### config.mk
export PLATFORM = sky130hd
export DESIGN_NAME = multicycle_cpu
export DESIGN_NICKNAME = d
export VERILOG_FILES = /design/src/rtl/cpu_pkg.sv /design/src/rtl/cpu_alu.sv /design/src/rtl/multicycle_cpu.sv
export SDC_FILE = /design/constraint.sdc
export NUM_CORES = 2
export LEC_CHECK = 0
export ABC_AREA = 0
export CAP_MARGIN = 40
export CORE_ASPECT_RATIO = 0.75
export CORE_MARGIN = 2
export CORE_UTILIZATION = 45
export CTS_BUF_LIST = sky130_fd_sc_hd__clkbuf_2
export CTS_CLUSTER_DIAMETER = 80
export DETAILED_ROUTE_END_ITERATION = 10
export GPL_TIMING_DRIVEN = 1
export MAX_ROUTING_LAYER = met4
export PLACE_DENSITY = 0.57
export SLEW_MARGIN = 10
export SYNTH_ARGS = -nofsm -noshare
export SYNTH_HDL_FRONTEND = slang
export SYNTH_SLANG_ARGS = --single-unit
### constraint.sdc
create_clock -name clk -period 10.5 [get_ports clk]
set_input_delay 1.575 -clock clk [delete_from_list [all_inputs] [get_ports clk]]
set_output_delay 1.575 -clock clk [all_outputs]
set_load 0.02 [all_outputs]
### src/rtl/cpu_pkg.sv
// Shared definitions for the multicycle CPU.
// Holds the instruction-field positions, the opcode map, the FSM state
// encoding and small opcode-classification helpers used by the core and ALU.
package cpu_pkg;

    localparam int INSTR_W = 8;

    // Instruction field positions
    localparam int OPC_HI  = 7;
    localparam int OPC_LO  = 4;
    localparam int RD_HI   = 3;
    localparam int RD_LO   = 2;
    localparam int RS_HI   = 1;
    localparam int RS_LO   = 0;
    localparam int IMM4_HI = 3;
    localparam int IMM4_LO = 0;

    // Opcodes
    localparam logic [3:0] OP_LD   = 4'h0;
    localparam logic [3:0] OP_ST   = 4'h1;
    localparam logic [3:0] OP_LI   = 4'h2;
    localparam logic [3:0] OP_MOV  = 4'h3;
    localparam logic [3:0] OP_ADD  = 4'h4;
    localparam logic [3:0] OP_SUB  = 4'h5;
    localparam logic [3:0] OP_AND  = 4'h6;
    localparam logic [3:0] OP_CMP  = 4'h7;
    localparam logic [3:0] OP_OR   = 4'h8;
    localparam logic [3:0] OP_ADDI = 4'h9;
    localparam logic [3:0] OP_XOR  = 4'hA;
    localparam logic [3:0] OP_SHL  = 4'hB;
    localparam logic [3:0] OP_SHR  = 4'hC;
    localparam logic [3:0] OP_JZ   = 4'hD;
    localparam logic [3:0] OP_JC   = 4'hE;
    localparam logic [3:0] OP_HLT  = 4'hF;

    typedef enum logic [2:0] {
        IDLE   = 3'd0,
        FETCH  = 3'd1,
        DECODE = 3'd2,
        EXEC   = 3'd3,
        WB     = 3'd4,
        HALT   = 3'd5
    } cpu_state_t;

    // Arithmetic, logic, compare and shift instructions update Z/C/S.
    function automatic logic op_sets_flags(input logic [3:0] op);
        return op inside {OP_ADD, OP_SUB, OP_AND, OP_CMP, OP_OR,
                          OP_ADDI, OP_XOR, OP_SHL, OP_SHR};
    endfunction

    // Instructions that write the ALU result back into Rd (LD is separate:
    // it always targets R0 with memory data).
    function automatic logic op_writes_rd(input logic [3:0] op);
        return op inside {OP_LI, OP_MOV, OP_ADD, OP_SUB, OP_AND, OP_OR,
                          OP_ADDI, OP_XOR, OP_SHL, OP_SHR};
    endfunction

    // Instructions whose second ALU operand is the 2-bit immediate.
    function automatic logic op_uses_imm(input logic [3:0] op);
        return op inside {OP_LI, OP_ADDI, OP_SHL, OP_SHR};
    endfunction

endpackage

### src/rtl/cpu_alu.sv
// Combinational ALU for the multicycle CPU.
// Ports:
//   opcode  in  4       instruction opcode
//   a       in  DATA_W  Rd operand
//   b       in  DATA_W  Rs operand or sign-extended imm2 (shift amount = b[1:0])
//   result  out DATA_W  operation result (LI/MOV pass b through)
//   z, c, s out 1       zero, carry/borrow/shifted-out bit, sign of result
module cpu_alu
    import cpu_pkg::*;
#(
    parameter int DATA_W = 8
) (
    input  logic [3:0]        opcode,
    input  logic [DATA_W-1:0] a,
    input  logic [DATA_W-1:0] b,
    output logic [DATA_W-1:0] result,
    output logic              z,
    output logic              c,
    output logic              s
);

    logic [DATA_W:0] sum_ext;
    logic [DATA_W:0] diff_ext;
    logic [DATA_W:0] shl_ext;
    logic [DATA_W:0] shr_ext;
    logic [1:0]      shamt;

    always_comb begin
        shamt    = b[1:0];
        sum_ext  = {1'b0, a} + {1'b0, b};
        // With zero-extended operands the top bit of the difference is set
        // exactly when a < b (unsigned), i.e. it is the borrow.
        diff_ext = {1'b0, a} - {1'b0, b};
        // One guard bit above (SHL) or below (SHR) catches the last bit
        // shifted out; a shift of 0 leaves the guard at 0.
        shl_ext  = {1'b0, a} << shamt;
        shr_ext  = {a, 1'b0} >> shamt;

        result = a;
        c      = 1'b0;
        case (opcode)
            OP_ADD, OP_ADDI: begin
                result = sum_ext[DATA_W-1:0];
                c      = sum_ext[DATA_W];
            end
            OP_SUB, OP_CMP: begin
                result = diff_ext[DATA_W-1:0];
                c      = diff_ext[DATA_W];
            end
            OP_AND: result = a & b;
            OP_OR:  result = a | b;
            OP_XOR: result = a ^ b;
            OP_SHL: begin
                result = shl_ext[DATA_W-1:0];
                c      = shl_ext[DATA_W];
            end
            OP_SHR: begin
                result = shr_ext[DATA_W:1];
                c      = shr_ext[0];
            end
            OP_LI, OP_MOV: result = b;
            default: result = a;
        endcase

        z = (result == '0);
        s = result[DATA_W-1];
    end

endmodule

### src/rtl/multicycle_cpu.sv
// Four-cycle-per-instruction 8-bit-instruction CPU.
// Ports:
//   clk, reset            clock; synchronous active-high reset
//   start                 run from address 0 (accepted only in IDLE/HALT)
//   last_add [PC_W]       final program address; core halts after retiring it
//   prog_we/addr/data     instruction-memory load port (IDLE/HALT only)
//   busy, halted          FETCH..WB / HALT state indicators
//   pc [PC_W]             program counter
//   z_flag,c_flag,s_flag  registered flags
//   instr_count [16]      retired instructions, saturating
//   dbg_sel [2]/dbg_data  combinational register-file read
module multicycle_cpu
    import cpu_pkg::*;
#(
    parameter  int DATA_W     = 8,
    parameter  int DMEM_DEPTH = 16,
    parameter  int IMEM_DEPTH = 256,
    localparam int PC_W       = $clog2(IMEM_DEPTH)
) (
    input  logic              clk,
    input  logic              reset,
    input  logic              start,
    input  logic [PC_W-1:0]   last_add,
    input  logic              prog_we,
    input  logic [PC_W-1:0]   prog_addr,
    input  logic [7:0]        prog_data,
    output logic              busy,
    output logic              halted,
    output logic [PC_W-1:0]   pc,
    output logic              z_flag,
    output logic              c_flag,
    output logic              s_flag,
    output logic [15:0]       instr_count,
    input  logic [1:0]        dbg_sel,
    output logic [DATA_W-1:0] dbg_data
);

    localparam int DA_W = $clog2(DMEM_DEPTH);

    cpu_state_t state_reg, state_next;

    logic [PC_W-1:0]    pc_reg;
    logic [15:0]        count_reg;
    logic               z_flag_reg, c_flag_reg, s_flag_reg;

    logic [INSTR_W-1:0] imem [IMEM_DEPTH];
    logic [DATA_W-1:0]  dmem [DMEM_DEPTH];

    logic [INSTR_W-1:0] fetch_data_reg;
    logic [INSTR_W-1:0] ir_reg;
    logic [DATA_W-1:0]  rd_val_reg, rs_val_reg;
    logic [DATA_W-1:0]  result_reg, ld_data_reg;
    logic               z_res_reg, c_res_reg, s_res_reg;

    logic [DATA_W-1:0]  regs [4];

    logic               idle_like;
    logic [3:0]         opcode;
    logic [1:0]         rd_sel;
    logic [1:0]         fetch_rd, fetch_rs;
    logic [3:0]         ir_imm4;
    logic signed [3:0]  off4;
    logic [DATA_W-1:0]  imm2_sext;
    logic [DA_W-1:0]    dmem_addr;

    logic [DATA_W-1:0]  alu_b, alu_result;
    logic               alu_z, alu_c, alu_s;

    logic               jump_taken, halt_now;
    logic [PC_W-1:0]    pc_plus1, jump_target;
    int                 jump_sum;

    logic               reg_we;
    logic [1:0]         reg_wsel;
    logic [DATA_W-1:0]  reg_wdata;

    // ------------------------------------------------------------------
    // Field decode
    // ------------------------------------------------------------------
    assign idle_like = (state_reg == IDLE) || (state_reg == HALT);
    assign opcode    = ir_reg[OPC_HI:OPC_LO];
    assign rd_sel    = ir_reg[RD_HI:RD_LO];
    assign ir_imm4   = ir_reg[IMM4_HI:IMM4_LO];
    assign off4      = ir_reg[IMM4_HI:IMM4_LO];
    assign fetch_rd  = fetch_data_reg[RD_HI:RD_LO];
    assign fetch_rs  = fetch_data_reg[RS_HI:RS_LO];
    assign imm2_sext = {{(DATA_W-2){ir_reg[RS_HI]}}, ir_reg[RS_HI:RS_LO]};
    assign dmem_addr = DA_W'(int'(ir_imm4) % DMEM_DEPTH);

    // ------------------------------------------------------------------
    // Instruction memory: load port when idle, registered read in FETCH
    // ------------------------------------------------------------------
    always_ff @(posedge clk) begin
        if (!reset && idle_like && prog_we) begin
            imem[prog_addr] <= prog_data;
        end
        if (state_reg == FETCH) begin
            fetch_data_reg <= imem[pc_reg];
        end
    end

    // ------------------------------------------------------------------
    // Data memory: registered read in EXEC (LD), write in WB (ST).
    // The write is gated by reset so an aborted ST never lands.
    // ------------------------------------------------------------------
    always_ff @(posedge clk) begin
        if (!reset && (state_reg == WB) && (opcode == OP_ST)) begin
            dmem[dmem_addr] <= regs[0];
        end
        if ((state_reg == EXEC) && (opcode == OP_LD)) begin
            ld_data_reg <= dmem[dmem_addr];
        end
    end

    // ------------------------------------------------------------------
    // Datapath pipeline registers (no architectural state, no reset)
    // ------------------------------------------------------------------
    assign alu_b = op_uses_imm(opcode) ? imm2_sext : rs_val_reg;

    cpu_alu #(
        .DATA_W (DATA_W)
    ) u_alu (
        .opcode (opcode),
        .a      (rd_val_reg),
        .b      (alu_b),
        .result (alu_result),
        .z      (alu_z),
        .c      (alu_c),
        .s      (alu_s)
    );

    always_ff @(posedge clk) begin
        if (state_reg == DECODE) begin
            ir_reg     <= fetch_data_reg;
            rd_val_reg <= regs[fetch_rd];
            rs_val_reg <= regs[fetch_rs];
        end
        if (state_reg == EXEC) begin
            result_reg <= alu_result;
            z_res_reg  <= alu_z;
            c_res_reg  <= alu_c;
            s_res_reg  <= alu_s;
        end
    end

    // ------------------------------------------------------------------
    // Write-back control
    // ------------------------------------------------------------------
    always_comb begin
        jump_taken = 1'b0;
        if (opcode == OP_JZ) begin
            jump_taken = z_flag_reg;
        end else if (opcode == OP_JC) begin
            jump_taken = c_flag_reg;
        end
        // A taken branch at last_add redirects rather than halts, so a
        // loop closing on the final address keeps running.
        halt_now = (opcode == OP_HLT) || ((pc_reg == last_add) && !jump_taken);
    end

    always_comb begin
        pc_plus1 = (pc_reg == PC_W'(IMEM_DEPTH - 1)) ? '0 : pc_reg + PC_W'(1);
        jump_sum = int'(pc_reg) + int'(off4);
        jump_sum = jump_sum % IMEM_DEPTH;
        if (jump_sum < 0) begin
            jump_sum = jump_sum + IMEM_DEPTH;
        end
        jump_target = PC_W'(jump_sum);
    end

    always_comb begin
        reg_we    = 1'b0;
        reg_wsel  = rd_sel;
        reg_wdata = result_reg;
        if (state_reg == WB) begin
            if (opcode == OP_LD) begin
                reg_we    = 1'b1;
                reg_wsel  = 2'd0;
                reg_wdata = ld_data_reg;
            end else if (op_writes_rd(opcode)) begin
                reg_we = 1'b1;
            end
        end
    end

    // ------------------------------------------------------------------
    // Register file R0..R3
    // ------------------------------------------------------------------
    generate
        for (genvar gi = 0; gi < 4; gi++) begin : g_reg
            logic [DATA_W-1:0] r_reg;
            always_ff @(posedge clk) begin
                if (reset) begin
                    r_reg <= '0;
                end else if (reg_we && (reg_wsel == 2'(gi))) begin
                    r_reg <= reg_wdata;
                end
            end
            assign regs[gi] = r_reg;
        end
    endgenerate

    // ------------------------------------------------------------------
    // FSM and architectural state
    // ------------------------------------------------------------------
    always_comb begin
        state_next = state_reg;
        case (state_reg)
            IDLE, HALT: if (start) state_next = FETCH;
            FETCH:      state_next = DECODE;
            DECODE:     state_next = EXEC;
            EXEC:       state_next = WB;
            WB:         state_next = halt_now ? HALT : FETCH;
            default:    state_next = IDLE;
        endcase
    end

    always_ff @(posedge clk) begin
        if (reset) begin
            state_reg  <= IDLE;
            pc_reg     <= '0;
            count_reg  <= '0;
            z_flag_reg <= 1'b0;
            c_flag_reg <= 1'b0;
            s_flag_reg <= 1'b0;
        end else begin
            state_reg <= state_next;
            case (state_reg)
                IDLE, HALT: begin
                    if (start) begin
                        pc_reg    <= '0;
                        count_reg <= '0;
                    end
                end
                WB: begin
                    if (op_sets_flags(opcode)) begin
                        z_flag_reg <= z_res_reg;
                        c_flag_reg <= c_res_reg;
                        s_flag_reg <= s_res_reg;
                    end
                    if (count_reg != 16'hFFFF) begin
                        count_reg <= count_reg + 16'd1;
                    end
                    // On halt pc keeps the address of the retired instruction.
                    if (!halt_now) begin
                        pc_reg <= jump_taken ? jump_target : pc_plus1;
                    end
                end
                default: ;
            endcase
        end
    end

    // ------------------------------------------------------------------
    // Outputs
    // ------------------------------------------------------------------
    assign busy        = (state_reg == FETCH) || (state_reg == DECODE) ||
                         (state_reg == EXEC)  || (state_reg == WB);
    assign halted      = (state_reg == HALT);
    assign pc          = pc_reg;
    assign z_flag      = z_flag_reg;
    assign c_flag      = c_flag_reg;
    assign s_flag      = s_flag_reg;
    assign instr_count = count_reg;
    assign dbg_data    = regs[dbg_sel];

endmodule

After elaboration in Yosys (flattened, before gate mapping)

Memories as Yosys holds them, arrays and structs flattened. A register that Yosys moved wholly into a read port is not among the register bits.
Cells that the tools add are included.

Flip-flop bits (word level): 97
Memory bits (writable): 2,176
Input bits: 30
Output and inout port bits: 37
Memories: 2

Memory list:

| name | depth | bits a word | rd ports | clocked after memory_dff | wr ports | RTL line             | RTL |
|---|---|---|---|---|---|---|---|
| imem | 256   | 8           | 1        | 1                        | 1        | multicycle_cpu.sv:46 | `logic [INSTR_W-1:0] imem [IMEM_DEPTH];` |
| dmem | 16    | 8           | 1        | 1                        | 1        | multicycle_cpu.sv:47 | `logic [DATA_W-1:0] dmem [DMEM_DEPTH];` |

$add $sub $neg: 6
$lt $le $gt $ge: 4
Equality and inequality tests: 29
Shift operators: 2
Multiplexer cells: 37
Bitwise logic cells: 7
Reductions and logical operators: 33

Operator list:

| kind                                                                          | count |
|---|---|
| 8-bit 2-to-1 mux                                                              | 14 |
| 8-bit one-hot mux with 8 select lines                                         | 1 |
| 8-bit binary-select mux with 2-bit select                                     | 3 |
| 4-bit equality test (second input constant)                                   | 8 |
| 16-bit 2-to-1 mux                                                             | 2 |
| 16-bit one-hot mux with 2 select lines                                        | 1 |
| 16-bit by 1-bit adder with 16-bit output (second input constant)              | 1 |
| 8-bit by 1-bit adder with 8-bit output (second input constant)                | 2 |
| 4-bit by 3-bit equality test with 1-bit output (second input constant)        | 4 |
| 16-bit != test (second input constant)                                        | 1 |
| 8-bit one-hot mux with 2 select lines                                         | 1 |
| 3-bit one-hot mux with 5 select lines                                         | 1 |
| 9-bit by 4-bit adder with 10-bit output                                       | 1 |
| 1-bit logical AND                                                             | 10 |
| 10-bit nonzero test                                                           | 1 |
| 8-bit by 8-bit adder with 9-bit output                                        | 1 |
| 3-bit >= comparator (second input constant)                                   | 3 |
| 9-bit by 1-bit less-than comparator with 1-bit output (second input constant) | 1 |
| 1-bit 2-to-1 mux                                                              | 9 |
| 2-bit NOT with 3-bit output                                                   | 3 |
| 9-bit nonzero test                                                            | 1 |
| 8-bit by 2-bit << shifter with 9-bit output                                   | 1 |
| 9-bit by 2-bit right shift with 9-bit output                                  | 1 |
| 8-bit by 8-bit subtractor with 9-bit output                                   | 1 |
| other kinds (29)                                                              | 46 |

Depth between registers and ports, before layout

Depth after elaboration: 8
Depth in mapped cells: 18
Mapped depth without buffers: 16

Modules after synthesis

A second synthesis with hierarchy kept.

Cell total of the unflattened synthesis: 4,500
Area total of the unflattened synthesis: 91,321.3 um2

Modules (own cells, without submodules):

| module         | times used | cells each | area each (um2) |
|---|---|---|---|
| multicycle_cpu | 1          | 4,252      | 89,523.4 |
| cpu_alu        | 1          | 248        | 1,798.0 |

Least setup slack after synthesis

Ideal clock, no wire load.

Path type: input port to output port
Start: input dbg_sel[0]
End: output dbg_data[0]
Data arrival time: 2,630 ps
Required time: 8,925 ps
Path slack: 6,295 ps
Stages on the path: 2
Buffers on the path: 1
Path through: clkbuf_1 > mux4_2

Longest elaborated chain between the ends: 4

Ends and longest elaborated chain:

| element                                             | RTL line              | RTL |
|---|---|---|
| from (decl)                                         | multicycle_cpu.sv:34  | `input logic [1:0] dbg_sel,` |
| 2-bit NOT with 3-bit output (implied by the code)   | multicycle_cpu.sv:265 | `assign dbg_data = regs[dbg_sel];` |
| 8-bit binary-select mux with 2-bit select           | multicycle_cpu.sv:265 |  |
| 8-bit 2-to-1 mux (implied by the code) (2 in a row) | multicycle_cpu.sv:265 |  |
| to (decl)                                           | multicycle_cpu.sv:35  | `output logic [DATA_W-1:0] dbg_data` |

Every way passes these cells. The select of a mux whose other input is x is not followed.

Worst setup path in the final report

Start: register pc_reg[0] (netlist: pc[0])
End: output pc[0]

RTL lines:

| element                | RTL line              | RTL |
|---|---|---|
| from (decl)            | multicycle_cpu.sv:42  | `logic [PC_W-1:0] pc_reg;` |
| from (signal assigned) | multicycle_cpu.sv:246 | `pc_reg <= jump_taken ? jump_target : pc_plus1;` |
| to (decl)              | multicycle_cpu.sv:29  | `output logic [PC_W-1:0] pc,` |

No word-level cell between the ends.

==> impl_metrics.toml <==
[synth]
seq_area_frac_synth_pct = 74.76
syn_nets = 4324
synth-warning-count = 0
synth-seq-cells = 2288
synth_edf_count = 2226
syn_area_sq_um = 91070
synth_top_area_share_pct = 73.40
synthCells = 4254
synth.distinct_cells = 79
synthTopCellsByArea = "edfxtp_1, mux4_2, nor2_1"
syn_avg_cell_area_sq_um = 21.41
async_reset_ff_share_pct = 0
synth_top_flop_cell = "edfxtp_1"
synth_top_area_cell = "edfxtp_1"

[clock_tree]
cts_tree = "built"
cts_resized = 0
root_buffer = "clkbuf_2"
ctsHoldBuffers = 0
path_clk_slew_ns = 0.10
cts_num_sinks = 2288
insertion_delay_ns = 1.57
cts.path.max_buffers = 4
numCtsBuffers = 557
post_cts_buffers = 0
htree_levels = 6

[cells_and_area]
fill_cells = 16330
drive_above_1_share_pct = 34.70
synthToLayoutAreaGrowth_pct = 10.96
final_common_cell = "edfxtp_1"
final_area_sq_um = 101100
final_cell_mix = "edfxtp_1, clkbuf_2, mux4_2"
final_nets = 4855
largest_reg_flops = 2048

[critical_path]
cp-end-kind = "output port"
worstSetupPathType = "register to output port"
worstPathArrival_ns = 4.43
setup.worst_path.start_class = "register"
r2r-start = "pc[0]"
r2r-end = "fetch_data_reg[0]"
worstRegToRegCells = 7
ff2ff_setup_slack_ns = 5.34
worstPathMaxFanout = 38
required_ns = 8.93

[floorplanning]
coreArea_sq_um = 200400
die_area_sq_um = 206000
die_h_um = 393.6
initial_utilization_pct = 45.44
ios = 67
rows = 142
die_w_um = 523.5

[pwr]
power_mw = 16.61
ir_drop_v = 0.00009811
p_leak_nw = 31.25
cellPowerDensity_nw_per_um2 = 164.4

[global_routing]
grt_antenna_before_repair = 20
grt_pass1_wl_mm = 334.5
overflow = 0
grt_pass1_vias = 46440
grt_max_degree = 170
grt_use_total_pct = 23.15

[timing]
finalHoldViolCount = 0
fmax_ghz = 0.1666
slew_viol_final = 0
fin_crit_sh_pct = 57.17
rsz0062_at_grt = "false"
setup_viol_count_final = 0
tightestPinTransition_ns = 1.193
finalSetupTns_ns = 0
fin_crit_ns = 6.003
slew_headroom_pct = 20.47
finClkSkew_ns = 0.1731

[detailed_routing]
drc_errors = 0
post_drt_wl_per_cell_um = 29.38
firstDrtPassIters = 5
drt_iter0_markers = 5258
ant_nets = 0
finalWirelength_mm = 230.9
vias = 46330
vias_per_cell = 5.895

[placement]
placed_area_sq_um = 95840
routabilityCongestion = 0.8500
numPortBuffers = 66
dpl.hpwl_mm = 140.3

[min_path]
hold_path.class = "register to register"
hold_end = "instr_count[12]"
min_path_cells = 2
worstHoldStart = "instr_count[12]"

[outcome]
outcome = "finished clean"

[run]
drv_cap = 0
[routing by layer]
metal  routed length, um  track usage [%]  vias to the layer above  part of all wire [%]
met2              100400            30.99                     2117                    43
met3               21240            5.571                      262                   9.2
met5                   0                -                        -                     0
li1                    -                -                    19200                     -
met1              106500            36.15                    24750                    46
met4                2796            4.534                        0                   1.2
[final cells by class]
type | count | area, sq um | share of cell area (%)
Antenna cell | 12 | 30.03 | 0.02972
Clock buffer | 802 | 4014 | 3.972
Clock inverter | 156 | 1131 | 1.119
Inverter | 39 | 146.4 | 0.1449
Multi-Input combinational cell | 1670 | 21810 | 21.58
Sequential cell | 2288 | 68110 | 67.39
Tap cell | 2664 | 3333 | 3.298
Timing Repair Buffer | 229 | 2485 | 2.459
[synth_stat cells (all sizes together) (9+ instances only)]
| master | n |
|---|---|
| nand2 | 74 |
| nor2 | 367 |
| xnor2 | 17 |
| clkbuf | 162 |
| a21o | 9 |
| xor2 | 19 |
| mux2i | 30 |
| nand3 | 43 |
| mux2 | 12 |
| o21ai | 43 |
| edfxtp | 2226 |
| buf | 95 |
| ha | 38 |
| dfxtp | 62 |
| a22oi | 13 |
| nor3 | 24 |
| or3 | 9 |
| inv | 39 |
| nand2b | 10 |
| nand4 | 11 |
| nor2b | 13 |
| a211oi | 35 |
| a21oi | 57 |
| mux4 | 726 |
[worst max-delay path by stage]
stage                     startpoint           endpoint  slack (ns)
after global routing           pc[0]              pc[0]        3.96
after floorplan           dbg_sel[0]        dbg_data[0]        6.29
final                          pc[0]              pc[0]        4.50
after global placement         reset        imem[58][3]        4.81
after CTS                      pc[0]              pc[0]        4.14
after detailed placement       pc[0]  fetch_data_reg[0]        5.25
[critical path, stage by stage, from the launching register on]
cell and delay, ns:
dfxtp_4 0.79, buf_4 0.56, buf_4 0.70, clkdlybuf4s50_1 0.74
[kinds of logic (layout without fill, tap and decap cells)]
group                    count (synthesis)  count (layout)  synth area share (%)
AO/OA/AOI/OAI                          231             231                 1.726
XOR/XNOR                                36              36                0.3462
adder cells (fa/ha/maj)                 41              41                0.5770
buffers and inverters                  296            1226                 1.330
flip-flops                            2288            2288                 74.76
multiplexers                           768             768                 18.44
other                                    0              12                     0
AND/OR/NAND/NOR                        594             594                 2.825
[report_power, final]
part           total [mW]  internal [mW]  switching, mW
Combinational       0.535          0.160          0.375
Clock                6.04           2.47           3.57
Sequential           10.0           10.0         0.0290
[metrics by stage]
stage / setup WS (ns) / hold WS (ns) / utilization, % / instances
4_1_cts: 4.142 / 0.2836 / 50.39 / 7845
3_5_place_dp: 5.252 / 0.4923 / 47.82 / 6887
5_1_grt: 3.964 / 0.3351 / 50.42 / 7859
2_1_floorplan: 6.295 / 0.4003 / - / 4254
6_report: 4.497 / 0.5129 / 50.42 / 7860
3_3_place_gp: 4.808 / 0.4724 / 47.27 / 6798
Note: power is estimated with default switching activity, not from simulation.
